--- src/rtl/uart_rx.sv ---
// Two-frame UART receiver (8N1, LSB first) assembling a 16-bit word: frame 0 -> [7:0], frame 1 -> [15:8].
// Latency: data_valid/frame_err are registered, one clk after the frame-1 stop-bit mid-point sample.
// Backpressure: none; data_valid is a single-cycle strobe and data holds until the next good word.
module uart_rx #(
    parameter int CLOCK_SPEED    = 100_000_000,
    parameter int BAUD_RATE      = 9600,
    parameter int CLOCKS_PER_BIT = (CLOCK_SPEED / BAUD_RATE) + 1,
    parameter int GAP_BITS       = 4
) (
    input  logic        clk,
    input  logic        rst,
    input  logic        rxd,
    output logic [15:0] data,
    output logic        data_valid,
    output logic        frame_err,
    output logic        busy
);

    localparam int              GAP_CYCLES = GAP_BITS * CLOCKS_PER_BIT;
    localparam int              GAP_W      = $clog2(GAP_CYCLES + 1);
    localparam logic [13:0]     HALF_LAST  = 14'(CLOCKS_PER_BIT / 2 - 1);
    localparam logic [13:0]     BIT_LAST   = 14'(CLOCKS_PER_BIT - 1);
    localparam logic [GAP_W-1:0] GAP_LAST  = GAP_W'(GAP_CYCLES - 1);

    typedef enum logic [1:0] {IDLE, START, DATA, STOP} state_t;

    state_t           state, state_nxt;
    logic             rxd_m, rxd_s, rxd_prev;
    logic [13:0]      cnt, cnt_nxt;
    logic [2:0]       bit_idx, idx_nxt;
    logic [7:0]       shreg, sh_nxt;
    logic [7:0]       low_byte, low_nxt;
    logic             byte_sel, bs_nxt;
    logic [GAP_W-1:0] gap_cnt, gap_nxt;
    logic [15:0]      data_nxt;
    logic             dv_nxt, fe_nxt;
    logic             fall;

    // rxd_prev tracks the synchronized line so a line held low cannot retrigger.
    assign fall = rxd_prev & ~rxd_s;
    assign busy = (state != IDLE) | byte_sel;

    always_ff @(posedge clk or negedge rst) begin
        if (!rst) begin
            rxd_m      <= 1'b1;
            rxd_s      <= 1'b1;
            rxd_prev   <= 1'b1;
            state      <= IDLE;
            cnt        <= '0;
            bit_idx    <= '0;
            shreg      <= '0;
            low_byte   <= '0;
            byte_sel   <= 1'b0;
            gap_cnt    <= '0;
            data       <= '0;
            data_valid <= 1'b0;
            frame_err  <= 1'b0;
        end else begin
            rxd_m      <= rxd;
            rxd_s      <= rxd_m;
            rxd_prev   <= rxd_s;
            state      <= state_nxt;
            cnt        <= cnt_nxt;
            bit_idx    <= idx_nxt;
            shreg      <= sh_nxt;
            low_byte   <= low_nxt;
            byte_sel   <= bs_nxt;
            gap_cnt    <= gap_nxt;
            data       <= data_nxt;
            data_valid <= dv_nxt;
            frame_err  <= fe_nxt;
        end
    end

    always_comb begin
        state_nxt = state;
        cnt_nxt   = cnt;
        idx_nxt   = bit_idx;
        sh_nxt    = shreg;
        low_nxt   = low_byte;
        bs_nxt    = byte_sel;
        gap_nxt   = gap_cnt;
        data_nxt  = data;
        dv_nxt    = 1'b0;
        fe_nxt    = 1'b0;
        case (state)
            IDLE: begin
                cnt_nxt = '0;
                idx_nxt = '0;
                if (fall) begin
                    state_nxt = START;
                    gap_nxt   = '0;
                end else if (byte_sel) begin
                    // Frame 1 never arrived: drop the half word.
                    if (gap_cnt == GAP_LAST) begin
                        fe_nxt  = 1'b1;
                        bs_nxt  = 1'b0;
                        gap_nxt = '0;
                    end else begin
                        gap_nxt = gap_cnt + 1'b1;
                    end
                end else begin
                    gap_nxt = '0;
                end
            end
            START: begin
                if (cnt == HALF_LAST) begin
                    cnt_nxt   = '0;
                    state_nxt = rxd_s ? IDLE : DATA;
                end else begin
                    cnt_nxt = cnt + 14'd1;
                end
            end
            DATA: begin
                if (cnt == BIT_LAST) begin
                    cnt_nxt = '0;
                    sh_nxt  = {rxd_s, shreg[7:1]};
                    idx_nxt = bit_idx + 3'd1;
                    if (bit_idx == 3'd7) begin
                        state_nxt = STOP;
                    end
                end else begin
                    cnt_nxt = cnt + 14'd1;
                end
            end
            STOP: begin
                if (cnt == BIT_LAST) begin
                    cnt_nxt   = '0;
                    state_nxt = IDLE;
                    if (rxd_s) begin
                        if (byte_sel) begin
                            data_nxt = {shreg, low_byte};
                            dv_nxt   = 1'b1;
                            bs_nxt   = 1'b0;
                        end else begin
                            low_nxt = shreg;
                            bs_nxt  = 1'b1;
                        end
                    end else begin
                        fe_nxt = 1'b1;
                        bs_nxt = 1'b0;
                    end
                end else begin
                    cnt_nxt = cnt + 14'd1;
                end
            end
            default: state_nxt = IDLE;
        endcase
    end

endmodule

--- config.mk ---
export PLATFORM = sky130hd
export DESIGN_NAME = uart_rx
export DESIGN_NICKNAME = d
export VERILOG_FILES = /design/src/rtl/uart_rx.sv
export SDC_FILE = /design/constraint.sdc
export NUM_CORES = 1
export LEC_CHECK = 0
export ABC_CLOCK_PERIOD_IN_PS = 4930
export BUFFER_PORTS_ARGS = -buffer_cell sky130_fd_sc_hd__buf_2
export CELL_PAD_IN_SITES_DETAIL_PLACEMENT = 0
export CELL_PAD_IN_SITES_GLOBAL_PLACEMENT = 1
export CORE_MARGIN = 2
export CORE_UTILIZATION = 52
export DETAILED_ROUTE_END_ITERATION = 10
export PLACE_DENSITY_LB_ADDON = 0.25
export SETUP_SLACK_MARGIN = 0.5
export SLEW_MARGIN = 20
export SYNTH_ARGS = -nofsm -noshare
export SYNTH_HDL_FRONTEND = slang
export SYNTH_SLANG_ARGS = --single-unit
export TNS_END_PERCENT = 1
--- constraint.sdc ---
create_clock -name clk -period 4.93 [get_ports clk]
set_clock_uncertainty 0.15 [all_clocks]
set_input_delay 0.7395 -clock clk [delete_from_list [all_inputs] [get_ports clk]]
set_output_delay 0.7395 -clock clk [all_outputs]
set_load 0.02 [all_outputs]
==> impl_metrics.tcl <==
set metrics [dict create \
    busiest_layer "met2" \
    use_met3_pct 4.67 \
    yosysWarnings 0 \
    leakage_nw 1.86 \
    layout_min_cycle_time_ns 3.05 \
    postCtsSetupRepairBufs 0 \
    cts_hold_buf 0 \
    p_int_w 0.000917 \
    finish.utilization_pct 59.5 \
    netlist_instances 295 \
    crit_type "flop to flop" \
    syn_area_per_cell_um2 11.7 \
    required_ns 4.98 \
    tightest_slew_ns 0.764 \
    max_cap_violations 0 \
    floorplan.initialDensity_pct 54.0 \
    synthDistinctLibCells 49 \
    setup_slack_ns 1.88 \
    finalSetupViolCount 0 \
    p_comb_share_pct 15.8 \
    fmax_ghz 0.327 \
    layout.area.seq_um2 1830 \
    placed_cell_area_um2 3600 \
    totalPowerFinal_w 0.00132 \
    final_cell_mix "dfrtp_1, mux2_2, nor2_1, buf_2, nand2_1" \
    yosys_most_used_dff "dfrtp_1" \
    setup_tns_ns 0 \
    numCtsBuffers 9 \
    nFillCells 525 \
    vias_per_cell 5.47 \
    rr_startpoint "cnt[3]" \
    endpoint_kind "flop" \
    drtIter0Drc 65 \
    postSynth.asyncResetShare_pct 100 \
    post-place-ws_ns 1.83 \
    setup.worst_path.start_class "flop" \
    status "completed" \
    r2r-end "cnt[7]" \
    boundaryPins 22 \
    drive_gt1_share_pct 25.4 \
    worstSkewPairLatency_ns 0.36 \
    die_y_um 85.4 \
    clockBufferDepth 2 \
    finalHoldViolCount 0 \
    fin_nets 330 \
    grt_pass1_vias 2221 \
    syn_to_final_growth_pct 10.2 \
    hp-start "rxd_m" \
    final_common_cell "dfrtp_1" \
    cp.arrival_ns 3.10 \
    hold_path_end "rxd_s" \
    ir_drop_uv 215 \
    via_count 2187 \
    cts.sinks 73 \
    place_hpwl_um 4000 \
    cts_tree "done" \
    grt_first_pass_wirelength_um 10700 \
    use_met2_pct 27.4 \
    hold_depth 0 \
    timing.final.max_slew_violations 0 \
    clkPwrFrac_pct 36.1 \
    synthTopCellsByArea "dfrtp_1, mux2_2, mux2_4, ha_1, nor2_1" \
    multi_input_area_um2 1500 \
    rows 29 \
    clkTransAtPathRegs_ns 0.09 \
    diodes 0 \
    synth_nets 307 \
    core_um2 6390 \
    grt_usage_pct 18.6 \
    clockRootBuffer "clkbuf_8" \
    seqPwrFrac_pct 48.0 \
    period_share_pct 61.9 \
    ctsResizeCount 0 \
    wirelength_um 5970 \
    yosysSeqAreaShare_pct 53.1 \
    crit_path_max_fanout 14 \
    die_area_um2 7300 \
    io_buffers 21 \
    gp_congestion 0.783 \
    synth_top_area_share_pct 50.8 \
    rsz0062_at_grt "no" \
    synth_edf_count 0 \
    die-width_um 85.4 \
    swShare_pct 30.5 \
    synth_seq_cells 73 \
    power_density_nw_per_um2 347 \
    routedWlPerCell_um 14.9 \
    synth_area_um2 3450 \
    fin_area_um2 3800 \
    grt_max_degree 39 \
    p_switching_w 0.000402 \
    yosysTopAreaCell "dfrtp_1" \
    met1_usage_pct 25.9 \
    rrSetupSlack_ns 1.88 \
    overflow 0 \
    antenna_found_initial 0 \
    htreeDepth 3 \
    maxSlewHeadroom_pct 49.1 \
    drtPass1Iterations 4 \
    hold_path_class "flop to flop" \
    ff2ff_path_depth 5 \
    drtAntennaViolNets 0 \
    drc 0 \
]
[critical path: stages (launching register included)]
cell	delay [ns]
dfrtp_1	0.42
or4b_1	0.55
or4_1	0.77
a22oi_2	0.28
or2_0	0.62
nor2_1	0.11
[power by group through the flow]
stage / sequential, W / clock, W / combinational, W
6_report: 0.000634 / 0.000477 / 0.000209
5_1_grt: 0.000636 / 0.000521 / 0.000245
4_1_cts: 0.000634 / 0.000490 / 0.000213
3_5_place_dp: 0.000645 / 0 / 0.000212
3_3_place_gp: 0.000644 / 0 / 0.000211
2_1_floorplan: 0.000641 / 0 / 0.000165
[registers in the layout, summed over array words and instances, names as in the netlist, named ones only]
register	count
rxd_s	1
bit_idx	3
data	16
cnt	14
rxd_m	1
low_byte	8
rxd_prev	1
state	1
byte_sel	1
data_valid	1
shreg	8
gap_cnt	16
frame_err	1
[worst max path at each step]
stage,from,end,slack (ns),depth (start not counted)
after global routing,cnt[0],cnt[2],1.65,7
after floorplan,cnt[3],data[10],2.36,7
after global placement,cnt[3],cnt[6],1.89,5
after detailed placement,cnt[3],cnt[4],1.83,5
after CTS,cnt[3],cnt[7],1.82,5
final,cnt[3],cnt[7],1.88,5
[layer usage]
| layer | vias up | wire length (um) |
|---|---|---|
| li1 | 1086 | - |
| met1 | 1066 | 2940 |
| met2 | 24 | 2740 |
| met3 | 11 | 164 |
| met4 | 0 | 121 |
| met5 | - | 0 |
[layout make-up]
cell class                      instances  share of cell area (%)
Clock buffer                            9                    3.26
Clock inverter                          7                    2.01
Inverter                               15                    1.51
Multi-Input combinational cell        197                    39.5
Sequential cell                        73                    48.2
Tap cell                               77                    2.54
Timing Repair Buffer                   22                    2.96
[metrics by stage]
stage          instances  hold WS [ns]
2_1_floorplan        295         0.195
3_3_place_gp         384         0.197
3_5_place_dp         384         0.199
4_1_cts              400         0.212
5_1_grt              400         0.213
6_report             400         0.211
[cells in the mapped netlist (all sizes together) (4+ instances only)]
library cell,number
a21oi,7
a22o,6
and3,6
buf,5
clkbuf,5
dfrtp,70
ha,9
inv,14
mux2,34
nand2,15
nand2b,6
nand3,9
nand4,7
nor2,22
nor3,8
nor4,4
o21ai,10
xnor2,8
xor2,9
[kinds of logic after synthesis]
logic type,after synthesis,synth area share (%)
DFF,73,53.1
AOI/OAI and AO/OA,36,6.89
buffers and inverters,25,3.37
and+or+nand+nor,99,16.4
muxes,36,12.7
adders and majority gates,9,3.26
xor gates and xnor gates,17,4.32
(Power assumes the default switching activity.)
